`src/rtl/rng_wb_pkg.sv`:
```
// Shared definitions for the RNG Wishbone initiator: responder register map,
// FSM state encoding, latched configuration payload and config-word selector.
package rng_wb_pkg;

    localparam int unsigned WB_AW     = 32;
    localparam int unsigned WB_DW     = 32;
    localparam int unsigned CFG_WORDS = 6;
    localparam int unsigned IDX_W     = 3;

    localparam logic [WB_AW-1:0] RNG_ADR_OUT     = 32'd0;
    localparam logic [WB_AW-1:0] RNG_ADR_SEED_HI = 32'd1;
    localparam logic [WB_AW-1:0] RNG_ADR_SEED_LO = 32'd2;
    localparam logic [WB_AW-1:0] RNG_ADR_MULT_HI = 32'd3;
    localparam logic [WB_AW-1:0] RNG_ADR_MULT_LO = 32'd4;
    localparam logic [WB_AW-1:0] RNG_ADR_INC_HI  = 32'd5;
    localparam logic [WB_AW-1:0] RNG_ADR_INC_LO  = 32'd6;

    localparam logic [3:0] WB_SEL_ALL = 4'hF;

    typedef enum logic [2:0] {
        ST_IDLE,
        ST_CFG_REQ,
        ST_READ_REQ,
        ST_GAP,
        ST_HOLD
    } state_e;

    typedef struct packed {
        logic [63:0] seed;
        logic [63:0] mult;
        logic [63:0] inc;
    } rng_cfg_t;

    // Config word written at register (idx + 1): hi word of each value first.
    function automatic logic [WB_DW-1:0] cfg_word(input rng_cfg_t cfg,
                                                  input logic [IDX_W-1:0] idx);
        logic [WB_DW-1:0] w;
        case (idx)
            3'd0:    w = cfg.seed[63:32];
            3'd1:    w = cfg.seed[31:0];
            3'd2:    w = cfg.mult[63:32];
            3'd3:    w = cfg.mult[31:0];
            3'd4:    w = cfg.inc[63:32];
            3'd5:    w = cfg.inc[31:0];
            default: w = '0;
        endcase
        return w;
    endfunction

endpackage

```
`src/rtl/rng_stream_fifo.sv`:
```
// Synchronous FIFO buffering random words between the bus side and the consumer.
// Ports: clk, rst (sync, active high), push_i/push_data_i, pop_i/pop_data_o,
//        full_o, empty_o, count_o (occupancy, 0..DEPTH).
module rng_stream_fifo #(
    parameter int unsigned WIDTH = 32,
    parameter int unsigned DEPTH = 4
) (
    input  logic                       clk,
    input  logic                       rst,
    input  logic                       push_i,
    input  logic [WIDTH-1:0]           push_data_i,
    input  logic                       pop_i,
    output logic [WIDTH-1:0]           pop_data_o,
    output logic                       full_o,
    output logic                       empty_o,
    output logic [$clog2(DEPTH):0]     count_o
);

    localparam int unsigned AW = $clog2(DEPTH);
    localparam int unsigned CW = AW + 1;

    logic [WIDTH-1:0] mem_q [DEPTH];
    logic [AW-1:0]    wr_ptr_q;
    logic [AW-1:0]    rd_ptr_q;
    logic [CW-1:0]    count_q;
    logic             push_ok;
    logic             pop_ok;

    assign full_o     = (count_q == CW'(DEPTH));
    assign empty_o    = (count_q == '0);
    assign count_o    = count_q;
    assign pop_data_o = mem_q[rd_ptr_q];
    assign push_ok    = push_i && !full_o;
    assign pop_ok     = pop_i && !empty_o;

    // Storage and pointers; DEPTH is a power of two so pointers wrap naturally.
    always_ff @(posedge clk) begin
        if (rst) begin
            for (int i = 0; i < int'(DEPTH); i++) begin
                mem_q[i] <= '0;
            end
            wr_ptr_q <= '0;
            rd_ptr_q <= '0;
            count_q  <= '0;
        end else begin
            if (push_ok) begin
                mem_q[wr_ptr_q] <= push_data_i;
                wr_ptr_q        <= wr_ptr_q + AW'(1);
            end
            if (pop_ok) begin
                rd_ptr_q <= rd_ptr_q + AW'(1);
            end
            count_q <= count_q + CW'(push_ok) - CW'(pop_ok);
        end
    end

endmodule

```
`src/rtl/rng_wb_master.sv`:
```
// Wishbone classic initiator for the PCG-style RNG responder. On start it
// optionally writes seed/mult/inc (six words at adr 1..6), then reads adr 0
// back to back (stb, ack, gap) and streams the words out through a FIFO.
// Ports: clk, rst (sync, active high); session control start/stop/cfg_*;
//        stream rnd_data/rnd_valid/rnd_ready; status busy/err;
//        Wishbone master wbm_* (all outputs registered).
// Optional: define RNG_MASTER_TIMEOUT_EN to abort a request that is not
//           acknowledged within ACK_TIMEOUT cycles and raise sticky err.
module rng_wb_master
    import rng_wb_pkg::*;
#(
    parameter int unsigned FIFO_DEPTH  = 4,
    parameter int unsigned ACK_TIMEOUT = 15
) (
    input  logic              clk,
    input  logic              rst,
    input  logic              start,
    input  logic              stop,
    input  logic              cfg_load,
    input  logic [63:0]       cfg_seed,
    input  logic [63:0]       cfg_mult,
    input  logic [63:0]       cfg_inc,
    output logic [WB_DW-1:0]  rnd_data,
    output logic              rnd_valid,
    input  logic              rnd_ready,
    output logic              busy,
    output logic              err,
    output logic              wbm_cyc_o,
    output logic              wbm_stb_o,
    output logic              wbm_we_o,
    output logic [3:0]        wbm_sel_o,
    output logic [WB_AW-1:0]  wbm_adr_o,
    output logic [WB_DW-1:0]  wbm_dat_o,
    input  logic [WB_DW-1:0]  wbm_dat_i,
    input  logic              wbm_ack_i
);

    localparam int unsigned CNT_W = $clog2(FIFO_DEPTH) + 1;

    if (FIFO_DEPTH < 2 || FIFO_DEPTH > 16 || (FIFO_DEPTH & (FIFO_DEPTH - 1)) != 0
        || ACK_TIMEOUT < 1) begin : g_bad_param
        $error("rng_wb_master: illegal FIFO_DEPTH or ACK_TIMEOUT");
    end

    state_e             state_q, state_d;
    logic [IDX_W-1:0]   idx_q, idx_d;
    rng_cfg_t           cfg_q, cfg_d;
    logic               cyc_q, cyc_d;
    logic               stb_q, stb_d;
    logic               we_q, we_d;
    logic [3:0]         sel_q, sel_d;
    logic [WB_AW-1:0]   adr_q, adr_d;
    logic [WB_DW-1:0]   dat_q, dat_d;
    logic               busy_q, busy_d;
    logic               err_q, err_d;
    logic               push_c;
    logic               pop_c;
    logic               slot_free_c;
    logic               fifo_full;
    logic               fifo_empty;
    logic [CNT_W-1:0]   fifo_count;

`ifdef RNG_MASTER_TIMEOUT_EN
    localparam int unsigned TMO_W = $clog2(ACK_TIMEOUT + 1);
    logic [TMO_W-1:0]   tmo_q, tmo_d;
`endif

    assign pop_c       = rnd_ready && !fifo_empty;
    assign slot_free_c = (fifo_count < CNT_W'(FIFO_DEPTH));

    rng_stream_fifo #(
        .WIDTH (WB_DW),
        .DEPTH (FIFO_DEPTH)
    ) u_fifo (
        .clk         (clk),
        .rst         (rst),
        .push_i      (push_c),
        .push_data_i (wbm_dat_i),
        .pop_i       (pop_c),
        .pop_data_o  (rnd_data),
        .full_o      (fifo_full),
        .empty_o     (fifo_empty),
        .count_o     (fifo_count)
    );

    // Next state, then Wishbone outputs derived from the state being entered.
    always_comb begin
        state_d = state_q;
        idx_d   = idx_q;
        cfg_d   = cfg_q;
        err_d   = err_q;
        push_c  = 1'b0;
        cyc_d   = 1'b0;
        stb_d   = 1'b0;
        we_d    = 1'b0;
        sel_d   = 4'h0;
        adr_d   = '0;
        dat_d   = '0;

        case (state_q)
            ST_IDLE: begin
                if (start) begin
                    cfg_d = '{seed: cfg_seed, mult: cfg_mult, inc: cfg_inc};
                    err_d = 1'b0;
                    if (cfg_load) begin
                        idx_d   = '0;
                        state_d = ST_CFG_REQ;
                    end else begin
                        idx_d   = IDX_W'(CFG_WORDS);
                        state_d = ST_READ_REQ;
                    end
                end
            end
            ST_CFG_REQ: begin
                if (wbm_ack_i) begin
                    idx_d   = idx_q + IDX_W'(1);
                    state_d = ST_GAP;
                end
            end
            ST_READ_REQ: begin
                if (wbm_ack_i) begin
                    push_c  = !fifo_full;
                    state_d = ST_GAP;
                end
            end
            ST_GAP: begin
                // Trailing ack from the responder lands here and is ignored.
                if (stop)                            state_d = ST_IDLE;
                else if (idx_q < IDX_W'(CFG_WORDS))  state_d = ST_CFG_REQ;
                else if (slot_free_c)                state_d = ST_READ_REQ;
                else                                 state_d = ST_HOLD;
            end
            ST_HOLD: begin
                if (stop)             state_d = ST_IDLE;
                else if (slot_free_c) state_d = ST_READ_REQ;
            end
            default: state_d = ST_IDLE;
        endcase

`ifdef RNG_MASTER_TIMEOUT_EN
        // Counts stb cycles without ack; abort the request on expiry.
        tmo_d = '0;
        if ((state_q == ST_CFG_REQ || state_q == ST_READ_REQ) && !wbm_ack_i) begin
            if (tmo_q == TMO_W'(ACK_TIMEOUT - 1)) begin
                state_d = ST_IDLE;
                err_d   = 1'b1;
            end else begin
                tmo_d = tmo_q + TMO_W'(1);
            end
        end
`else
        err_d = 1'b0;
`endif

        case (state_d)
            ST_CFG_REQ: begin
                cyc_d = 1'b1;
                stb_d = 1'b1;
                we_d  = 1'b1;
                sel_d = WB_SEL_ALL;
                adr_d = RNG_ADR_SEED_HI + WB_AW'(idx_d);
                dat_d = cfg_word(cfg_d, idx_d);
            end
            ST_READ_REQ: begin
                cyc_d = 1'b1;
                stb_d = 1'b1;
                sel_d = WB_SEL_ALL;
                adr_d = RNG_ADR_OUT;
            end
            default: ;
        endcase

        busy_d = (state_d != ST_IDLE);
    end

    // State and registered outputs.
    always_ff @(posedge clk) begin
        if (rst) begin
            state_q <= ST_IDLE;
            idx_q   <= '0;
            cfg_q   <= '0;
            cyc_q   <= 1'b0;
            stb_q   <= 1'b0;
            we_q    <= 1'b0;
            sel_q   <= 4'h0;
            adr_q   <= '0;
            dat_q   <= '0;
            busy_q  <= 1'b0;
            err_q   <= 1'b0;
`ifdef RNG_MASTER_TIMEOUT_EN
            tmo_q   <= '0;
`endif
        end else begin
            state_q <= state_d;
            idx_q   <= idx_d;
            cfg_q   <= cfg_d;
            cyc_q   <= cyc_d;
            stb_q   <= stb_d;
            we_q    <= we_d;
            sel_q   <= sel_d;
            adr_q   <= adr_d;
            dat_q   <= dat_d;
            busy_q  <= busy_d;
            err_q   <= err_d;
`ifdef RNG_MASTER_TIMEOUT_EN
            tmo_q   <= tmo_d;
`endif
        end
    end

    assign wbm_cyc_o = cyc_q;
    assign wbm_stb_o = stb_q;
    assign wbm_we_o  = we_q;
    assign wbm_sel_o = sel_q;
    assign wbm_adr_o = adr_q;
    assign wbm_dat_o = dat_q;
    assign busy      = busy_q;
    assign err       = err_q;
    assign rnd_valid = !fifo_empty;

endmodule
```
`config.mk`:
```
export PLATFORM = sky130hd
export DESIGN_NAME = rng_wb_master
export DESIGN_NICKNAME = d
export VERILOG_FILES = /design/src/rtl/rng_wb_pkg.sv /design/src/rtl/rng_stream_fifo.sv /design/src/rtl/rng_wb_master.sv
export SDC_FILE = /design/constraint.sdc
export NUM_CORES = 1
export LEC_CHECK = 0
export ABC_AREA = 1
export BUFFER_PORTS_ARGS = -buffer_cell sky130_fd_sc_hd__buf_2
export CAP_MARGIN = 0
export CORE_ASPECT_RATIO = 2
export CORE_MARGIN = 3
export CORE_UTILIZATION = 30
export CTS_CLUSTER_DIAMETER = 150
export DETAILED_ROUTE_END_ITERATION = 10
export PLACE_DENSITY = 0.62
export SLEW_MARGIN = 15
export SYNTH_ARGS = -nofsm -noshare
export SYNTH_HDL_FRONTEND = slang
export SYNTH_HIERARCHICAL = 1
export SYNTH_SLANG_ARGS = --single-unit
export TNS_END_PERCENT = 50
```
`constraint.sdc`:
```
create_clock -name clk -period 4.24 [get_ports clk]
set_input_delay 0.212 -clock clk [delete_from_list [all_inputs] [get_ports clk]]
set_output_delay 0.212 -clock clk [all_outputs]
set_load 0.01 [all_outputs]
```
==> results of run 1 <==
-- cell type report --
type / instances / area (um2) / share of cell area, %
flip-flops and latches: 374 / 8770 / 39.63
multi-input cells: 1646 / 7517 / 33.97
repair buffers: 407 / 2474 / 11.18
inverters: 300 / 1127 / 5.094
clock buffers: 47 / 1023 / 4.625
well taps: 774 / 968.4 / 4.376
clock inverters: 17 / 234.0 / 1.057
diodes: 6 / 15.01 / 0.06785
-- cells in the mapped netlist, drive strengths merged, types with 32 or more instances --
master  instances
nor2          318
o211ai         32
a21oi         133
edfxtp        128
clkbuf         73
inv           300
nor3           33
dfxtp         246
nand2         740
o22ai          32
nand3          76
nand4          70
buf           118
o21ai         170
-- where the power goes --
part | switching [mW] | internal, mW
combinational | 1.28 | 0.544
sequential | 0.118 | 3.99
clock | 1.50 | 1.97
total | 2.90 | 6.51
-- logic make-up after synthesis --
group,Yosys count
AND/OR/NAND/NOR,1239
adder cells (fa/ha/maj),9
AO/OA/AOI/OAI,368
other,1
XOR/XNOR,1
flip-flops,374
buffers and inverters,491
-- timing repair --
item	4_1_cts	5_1_grt
hold endpoints to repair	67	0
setup endpoints to repair	0	0
hold buffers	62	0
-- stage by stage --
step	hold WS [ns]	setup slack, ns	instances	power (mW)	instance area (um2)
final	0.02924	1.296	3571	9.406	22130
after global routing	0.02016	1.047	3566	9.837	22120
after CTS	0.0006213	1.323	3565	9.492	22110
after detailed placement	0.4588	1.208	3439	5.972	20240
after global placement	0.4575	1.224	3439	5.963	20240
after floorplan	0.2832	0.3107	2511	5.345	18350
-- worst min-delay path by stage --
stage	start	end	slack (ns)	cells past startpoint
floorplan	rst	u_fifo/count_o[0]	0.28	1
finish	wbm_dat_i[2]	u_fifo/mem_q[3][2]	0.03	3
detailed placement	rst	u_fifo/count_o[1]	0.46	2
CTS	cfg_mult[24]	cfg_q[88]	0.0006	5
global placement	cfg_q[63]	cfg_q[63]	0.46	2
global route	wbm_dat_i[18]	u_fifo/mem_q[3][18]	0.02	3
-- routing by layer --
layer	wire (um)	vias to the layer above
li1	-	8398
met1	25320	7808
met2	33420	623
met3	3843	125
met4	2801	8
met5	38	-
-- registers in the layout (all words and copies together), names as in the netlist, named ones only --
name             count
cfg_q              192
u_fifo/mem_q       128
wbm_dat_o           32
wbm_adr_o            4
idx_q                3
state_q              3
u_fifo/count_o       3
u_fifo/rd_ptr_q      2
u_fifo/wr_ptr_q      2
busy                 1
wbm_sel_o            1
wbm_we_o             1
-- tightest hold or removal path, delay by kind of cell --
kind / cells / cell delay, ns
buffers and inverters: 2 / 0.13
AND/OR/NAND/NOR: 1 / 0.10
==> reports/qor.txt, run 1 <==
Unrepaired setup endpoints after global routing = false
CP Launch Point = state_q[0]
Post-route ant nets = 0
Io pins = 337
PwrDens = 425.1 nW/um2
Worst Max-Slew Pin Slew = 1.132 ns
Area leader, netlist = dfxtp_1
Area Growth Syn to Fin = 21.28%
Met1 Track Usage GR = 22.73%
Synth Area in Adders = 0.6583%
Share of post-route cells with drive strength above 1 = 16.70%
Hold Violations, Final = 0
Clock root buffer = clkbuf_16
Dominant synthesized flop cell = dfxtp_1
Maxcap violations = 0
Vias in the first global route = 16440
Most frequent CP cell = buf_4
# resized after CTS = 0
WP data arrival = 3.35 ns
Syn_area_per_cell = 7.348 um2
Top-area cell type share of the netlist area = 26.99%
CTS tree = yes
Final Critical Period = 2.944 ns
Synth Warn # = 6
Drt drc = 0
Core area = 60070 um2
Count of input and output buffers = 307
Fill cells = 6356
Routed len/inst = 18.32 um
Die height = 354.8 um
Top delay family on crit path = buffers and inverters
Synth Cell Area = 18250 um2
Htree depth = 2
Worst reg2reg path depth = 9
P_leak = 10.37 nW
Async S/R FF share, synth = 0%
Number of iterations in the first detailed-routing pass = 7
Highest cell delay on the worst timing path = 0.77 ns
CTS Buf Count = 36
R2R Setup Slk = 1.30 ns
Peak Freq = 0.3397 GHz
Post-synthesis compound-gate area fraction = 10.76%
Worst VDD drop = 0.2985 mV
GP Congestion = 0.8842
Slew margin rel. = 24.52%
Distinct cells, synth = 33
Gr ovfl total = 0
Clock slew at reported path FFs = 0.06 ns
Reg2reg start = state_q[0]
Critical path depth = 9
Largest net degree at the start of global routing = 198
Number of nets in the layout = 3005
Initial antenna violation count = 19
Post-Synth XOR/XNOR Area = 0.04800%
First-pass GRT wire length = 97800 um
Final HPWL DP = 47940 um
Largest family of logic cells by synthesized area = simple AND/OR/NAND/NOR gates
Latest clock arrival within the worst-skew pair = 0.56 ns
Via density = 4.750
Max Slew Vio Count = 0
Met3 Usage GRT = 3.099%
Yosys reg bits = 374
Starting Density = 30.38%
Initial DRC Count = 1036
Post-synth EDFFs = 128
Crit path buffers/inverters = 3
Crit Path Class = reg -> reg
Layer with the highest usage = met2
Routed WL = 65420 um
# rows = 127
Synth area leaders = dfxtp_1 27%, edfxtp_1 21%, nand2_1 15%
Capture point of the worst reg-to-reg path = wbm_dat_o[13]
Register area share after synthesis = 48.06%
Tcrit/Tclk final = 69.44%
# Post-CTS Setup Buffers = 0
Max clock buf depth = 3
Mapped Cells = 2483
Min-Delay Path Class = in -> reg
Met2 usage = 36.27%
Final setup violation count = 0
Layout Skew = 0.03034 ns
Mux cell area share after synthesis = 0%
CTS Sinks = 374
Slowest library cell on the worst path = buf_4
Setup tns final = 0 ns
Final Util = 36.84%
Most frequent cells in the layout = 736 x nand2_1, 306 x buf_2, 288 x inv_1
Run status = complete, no violations
Worst setup path end = wbm_dat_o[13]
Die area = 64000 um2
Crit path cell chain = inv_1 -> nand3_4 -> buf_4 -> buf_4 -> o21ai_0 -> nand3_1 -> nand2_1 -> nor2_1 -> a21oi_1
GR Util All Layers = 19.74%
Synth Area in Simple Gates = 28.83%
Die Width = 180.4 um
Vias = 16960
Worst-path maximum fanout = 88
Setup crit end kind = flip-flop
CP startpoint kind = flip-flop
Commonest non-fill, non-tap cell in the layout = nand2_1
Critical path data required time = 4.65 ns
No activity file was read; power rests on OpenSTA's default activity.
==> run 2: changes to the inputs <==
--- a/config.mk
+++ b/config.mk
@@ -13,7 +13,7 @@
 export CORE_UTILIZATION = 30
 export CTS_CLUSTER_DIAMETER = 150
 export DETAILED_ROUTE_END_ITERATION = 10
-export PLACE_DENSITY = 0.62
+export PLACE_DENSITY = 0.6
 export SLEW_MARGIN = 15
 export SYNTH_ARGS = -nofsm -noshare
 export SYNTH_HDL_FRONTEND = slang
==> constraint.sdc (replaced) <==
create_clock -name clk -period 3 [get_ports clk]
set_input_delay 0.15 -clock clk [delete_from_list [all_inputs] [get_ports clk]]
set_output_delay 0.15 -clock clk [all_outputs]
set_load 0.01 [all_outputs]
==> reports/qor.txt, run 2 (synthesis results as in run 1) <==
Run status = complete, no violations
Routed len/inst = 17.70 um
Crit Path Class = reg -> reg
Most frequent cells in the layout = 736 x nand2_1, 306 x buf_2, 288 x inv_1
Worst Max-Slew Pin Slew = 1.077 ns
Post-route ant nets = 0
Gr ovfl total = 0
Met2 usage = 36.98%
PwrDens = 572.7 nW/um2
Slew margin rel. = 28.22%
Largest net degree at the start of global routing = 198
# rows = 127
Met1 Track Usage GR = 22.27%
Area Growth Syn to Fin = 28.89%
Count of input and output buffers = 307
Min setup slack post-route = 0.3923 ns
CP Launch Point = state_q[1]
Max Slew Vio Count = 0
Sequential Power Share = 43.0%
CTS Buf Count = 38
Worst setup path end = wbm_dat_o[21]
Layout Skew = 0.01816 ns
Final Critical Period = 2.608 ns
Die area = 64000 um2
Final Power = 13.47 mW
Maxcap violations = 0
Htree depth = 2
Comb pwr share = 20.9%
Latest clock arrival within the worst-skew pair = 0.55 ns
Die Width = 180.4 um
Worst-path maximum fanout = 28
Hold depth = 5
CTS tree = yes
Io pins = 337
CP startpoint kind = flip-flop
Capture point of the worst reg-to-reg path = wbm_dat_o[21]
GP Congestion = 0.8601
R2R Setup Slk = 0.39 ns
Vias in the first global route = 16990
Worst reg2reg path depth = 13
GR Util All Layers = 19.94%
Clock root buffer = clkbuf_16
Setup crit end kind = flip-flop
Number of nets in the layout = 3130
Vias = 17200
Clock slew at reported path FFs = 0.06 ns
Non-Filler Instances = 3700
Layer with the highest usage = met2
Net Sw Power = 4.143 mW
Fill cells = 6232
Setup tns final = 0 ns
Clock share of power = 36.0%
Core area = 60070 um2
Tcrit/Tclk final = 86.92%
Met3 Usage GRT = 3.477%
WP data arrival = 3.05 ns
DP Area = 20450 um2
Number of iterations in the first detailed-routing pass = 5
Initial DRC Count = 1016
Max reg flops = 192
Critical path data required time = 3.44 ns
Via density = 4.649
Hold Violations, Final = 0
Largest Register = cfg_q
Initial antenna violation count = 9
First-pass GRT wire length = 99710 um
Placed Instances = 3445
Unrepaired setup endpoints after global routing = false
Drt drc = 0
Post-route cell area = 23520 um2
CTS Sinks = 374
P_leak = 10.94 nW
Place WS = 0.2746 ns
Starting Density = 30.38%
Die height = 354.8 um
Worst VDD drop = 0.4002 mV
Reg2reg start = state_q[1]
Max clock buf depth = 3
Commonest non-fill, non-tap cell in the layout = nand2_1
Min-Delay Path Class = in -> reg
Routed WL = 65500 um
Final HPWL DP = 47270 um
Net Sw Frac = 30.76%
Peak Freq = 0.3835 GHz
Int Power = 9.327 mW
Share of post-route cells with drive strength above 1 = 16.27%
Final setup violation count = 0
run 2: cell type report:
cell class                 count  area (um2)  area share, %
tap                          774       968.4          4.118
clock buffer                  52        1085          4.613
timing repair buffer         530        3852          16.38
antenna                        6       15.01        0.06384
multi-input combinational   1646        7525          32.00
sequential                   374        8770          37.29
inverter                     300        1129          4.799
clock inverter                18       173.9         0.7395
run 2: stage by stage:
| step | hold slack [ns] | utilization, % |
|---|---|---|
| 6_report | 0.01202 | 39.15 |
| 5_1_grt | 0.02719 | 39.13 |
| 4_1_cts | 0.001495 | 39.12 |
| 3_5_place_dp | 0.3964 | 34.05 |
| 3_3_place_gp | 0.3876 | 34.05 |
| 2_1_floorplan | 0.2212 | - |
run 2: what timing repair did:
| item | CTS | global route |
|---|---|---|
| setup endpoints to repair | 0 | 14 |
| hold endpoints to repair | 194 | 0 |
| hold buffers | 179 | 0 |
| buffers inserted | 0 | 0 |
| resized for setup | 0 | 1 |
run 2: worst max-delay path, cell delays in order (launching register included):
cell and delay, ns:
dfxtp_1 0.39, nor2_4 0.24, nand2_2 0.12, o21ai_0 0.16
nand2_1 0.07, nor2_1 0.32, inv_1 0.15, ha_2 0.29
buf_12 0.19, buf_4 0.19, nand3_1 0.09, nand2_1 0.07
nor2_1 0.13, a21oi_1 0.07
run 2: how the worst min path moves through the flow:
| stage | startpoint | endpoint | slack, ns |
|---|---|---|---|
| after global routing | cfg_mult[29] | cfg_q[93] | 0.03 |
| final | cfg_inc[53] | cfg_q[53] | 0.01 |
| after detailed placement | rst | u_fifo/count_o[0] | 0.40 |
| after CTS | cfg_mult[59] | cfg_q[123] | 0.001 |
| after global placement | rst | u_fifo/count_o[0] | 0.39 |
| after floorplan | rst | u_fifo/count_o[0] | 0.22 |
run 2: power by group through the flow:
stage / combinational, mW / sequential, mW / clock [mW]
CTS: 2.84 / 5.80 / 4.99
global placement: 2.64 / 5.90 / 0
detailed placement: 2.63 / 5.91 / 0
floorplan: 1.67 / 5.88 / 0
global route: 3.14 / 5.83 / 5.16
finish: 2.82 / 5.80 / 4.85
run 2: metal layers:
| metal | up-vias | part of all wire [%] |
|---|---|---|
| li1 | 8648 | - |
| met1 | 7899 | 38 |
| met2 | 545 | 51 |
| met3 | 106 | 6.0 |
| met4 | 4 | 4.5 |
| met5 | - | 0.041 |
==> run 3: changes to the inputs <==
--- a/config.mk
+++ b/config.mk
@@ -9,11 +9,10 @@
 export BUFFER_PORTS_ARGS = -buffer_cell sky130_fd_sc_hd__buf_2
 export CAP_MARGIN = 0
 export CORE_ASPECT_RATIO = 2
-export CORE_MARGIN = 3
-export CORE_UTILIZATION = 30
+export CORE_UTILIZATION = 45
 export CTS_CLUSTER_DIAMETER = 150
 export DETAILED_ROUTE_END_ITERATION = 10
-export PLACE_DENSITY = 0.6
+export PLACE_DENSITY = 0.79
 export SLEW_MARGIN = 15
 export SYNTH_ARGS = -nofsm -noshare
 export SYNTH_HDL_FRONTEND = slang
==> constraint.sdc (replaced) <==
create_clock -name clk -period 3 [get_ports clk]
set_input_delay 0.15 -clock clk [delete_from_list [all_inputs] [get_ports clk]]
set_output_delay 0.15 -clock clk [all_outputs]
set_load 0.05 [all_outputs]
==> reports/qor.txt, run 3 (synthesis results as in run 1) <==
Run status = complete, no violations
CTS Buf Count = 35
Maxcap violations = 0
Max reg flops = 192
CP startpoint kind = flip-flop
Post-route ant nets = 0
Crit Path Class = reg -> reg
Number of nets in the layout = 3056
Final Util = 55.62%
Final Critical Period = 2.722 ns
Peak Freq = 0.3674 GHz
Number of iterations in the first detailed-routing pass = 6
Routed len/inst = 18.31 um
Non-Filler Instances = 3370
Most frequent cells in the layout = 736 x nand2_1, 306 x buf_2, 288 x inv_1
Area Growth Syn to Fin = 22.16%
Routed WL = 61720 um
Vias = 17850
Count of input and output buffers = 307
GR Util All Layers = 29.62%
Commonest non-fill, non-tap cell in the layout = nand2_1
Layout Skew = 0.03231 ns
Max clock buf depth = 3
Hold Violations, Final = 0
Drt drc = 0
Htree depth = 2
Capture point of the worst reg-to-reg path = u_fifo/count_o[2]
Largest net degree at the start of global routing = 202
Post-route cell area = 22290 um2
Max Slew Vio Count = 0
R2R Setup Slk = 0.28 ns
Critical path data required time = 3.38 ns
Unrepaired setup endpoints after global routing = false
Worst Max-Slew Pin Slew = 1.207 ns
Final setup violation count = 0
Setup crit end kind = flip-flop
CTS Sinks = 374
Latest clock arrival within the worst-skew pair = 0.53 ns
Clock root buffer = clkbuf_16
Share of post-route cells with drive strength above 1 = 16.38%
Worst reg2reg path depth = 10
CTS tree = yes
Die area = 41410 um2
# rows = 104
Die Width = 144.4 um
GP Congestion = 0.9546
Tcrit/Tclk final = 90.72%
CP Launch Point = state_q[0]
WP data arrival = 3.10 ns
Vias in the first global route = 17380
Worst setup path end = u_fifo/count_o[2]
Worst VDD drop = 0.5114 mV
Initial antenna violation count = 4
Worst-path maximum fanout = 6
Clock slew at reported path FFs = 0.07 ns
Slew margin rel. = 19.50%
DP Area = 20000 um2
Gr ovfl total = 0
Via density = 5.296
Hold WS = 0.01795 ns
Initial DRC Count = 1424
Starting Density = 45.53%
P_leak = 10.55 nW
Largest Register = cfg_q
Core area = 40080 um2
PwrDens = 607.1 nW/um2
Final HPWL DP = 41940 um
Io pins = 337
Min-Delay Path Class = in -> reg
Die height = 286.8 um
First-pass GRT wire length = 92910 um
Reg2reg start = state_q[0]
Placed Instances = 3199
## run 3: cell count changes in the layout (fill, tap and decap cells not counted), sizes merged
cell / previous run / this run
diode: 6 / 2
inv: 302 / 301
clkbuf: 52 / 43
dlygate4sd3: 179 / 110
bufinv: 2 / 6
buf: 351 / 349
clkinv: 11 / 6
## run 3: layer usage
layer | vias to the layer above | share of wire, % | wire, um | track usage (%)
met5 | - | 0.063 | 39 | 0
met4 | 6 | 6.9 | 4249 | 19.66
met3 | 213 | 7.3 | 4497 | 4.232
met2 | 934 | 53 | 32540 | 54.71
met1 | 8201 | 33 | 20400 | 30.22
li1 | 8492 | - | - | -
## run 3: how the worst min path moves through the flow
| stage | end | slack (ns) | start | cells after the start |
|---|---|---|---|---|
| 3_5_place_dp | cfg_q[146] | 0.43 | cfg_seed[18] | 3 |
| 5_1_grt | cfg_q[58] | 0.005 | cfg_inc[58] | 5 |
| 3_3_place_gp | cfg_q[146] | 0.43 | cfg_seed[18] | 3 |
| 4_1_cts | cfg_q[9] | 0.000003 | cfg_inc[9] | 5 |
| 6_report | cfg_q[24] | 0.02 | cfg_inc[24] | 5 |
| 2_1_floorplan | u_fifo/count_o[0] | 0.22 | rst | 1 |
## run 3: final cells by class
type	count	area, um2
fill	3554	17790
multi-input combinational	1646	7525
inverter	300	1127
antenna	2	5.005
clock buffer	43	935.9
tap	530	663.1
sequential	374	8770
clock inverter	16	242.7
timing repair buffer	459	3022
## run 3: critical path, stage by stage, from the launching register on
cell and delay, ns:
dfxtp_1 0.34, inv_1 0.21, nand4_1 0.22, nor2_1 0.37
nand2_1 0.27, ha_1 0.34, inv_1 0.04, ha_1 0.18
fa_1 0.37, xor2_1 0.17, nor2_1 0.06
## run 3: report_power, final
group / internal, mW / switching (mW)
Sequential: 5.64 / 0.171
Combinational: 0.829 / 2.20
Clock: 2.74 / 1.95
## run 3: what timing repair did
action,CTS,global route
setup buffers,0,0
setup endpoints to repair,0,9
hold endpoints to repair,116,0
hold buffers,110,0
resized for setup,0,1
## run 3: stage by stage
step | total power, mW | setup WS, ns | setup TNS (ns)
after floorplan | 7.916 | -0.8634 | -55.42
after global placement | 8.710 | 0.3432 | 0
after detailed placement | 8.769 | 0.2529 | 0
after CTS | 13.54 | 0.1848 | 0
after global routing | 14.06 | 0.1054 | 0
final | 13.53 | 0.2784 | 0
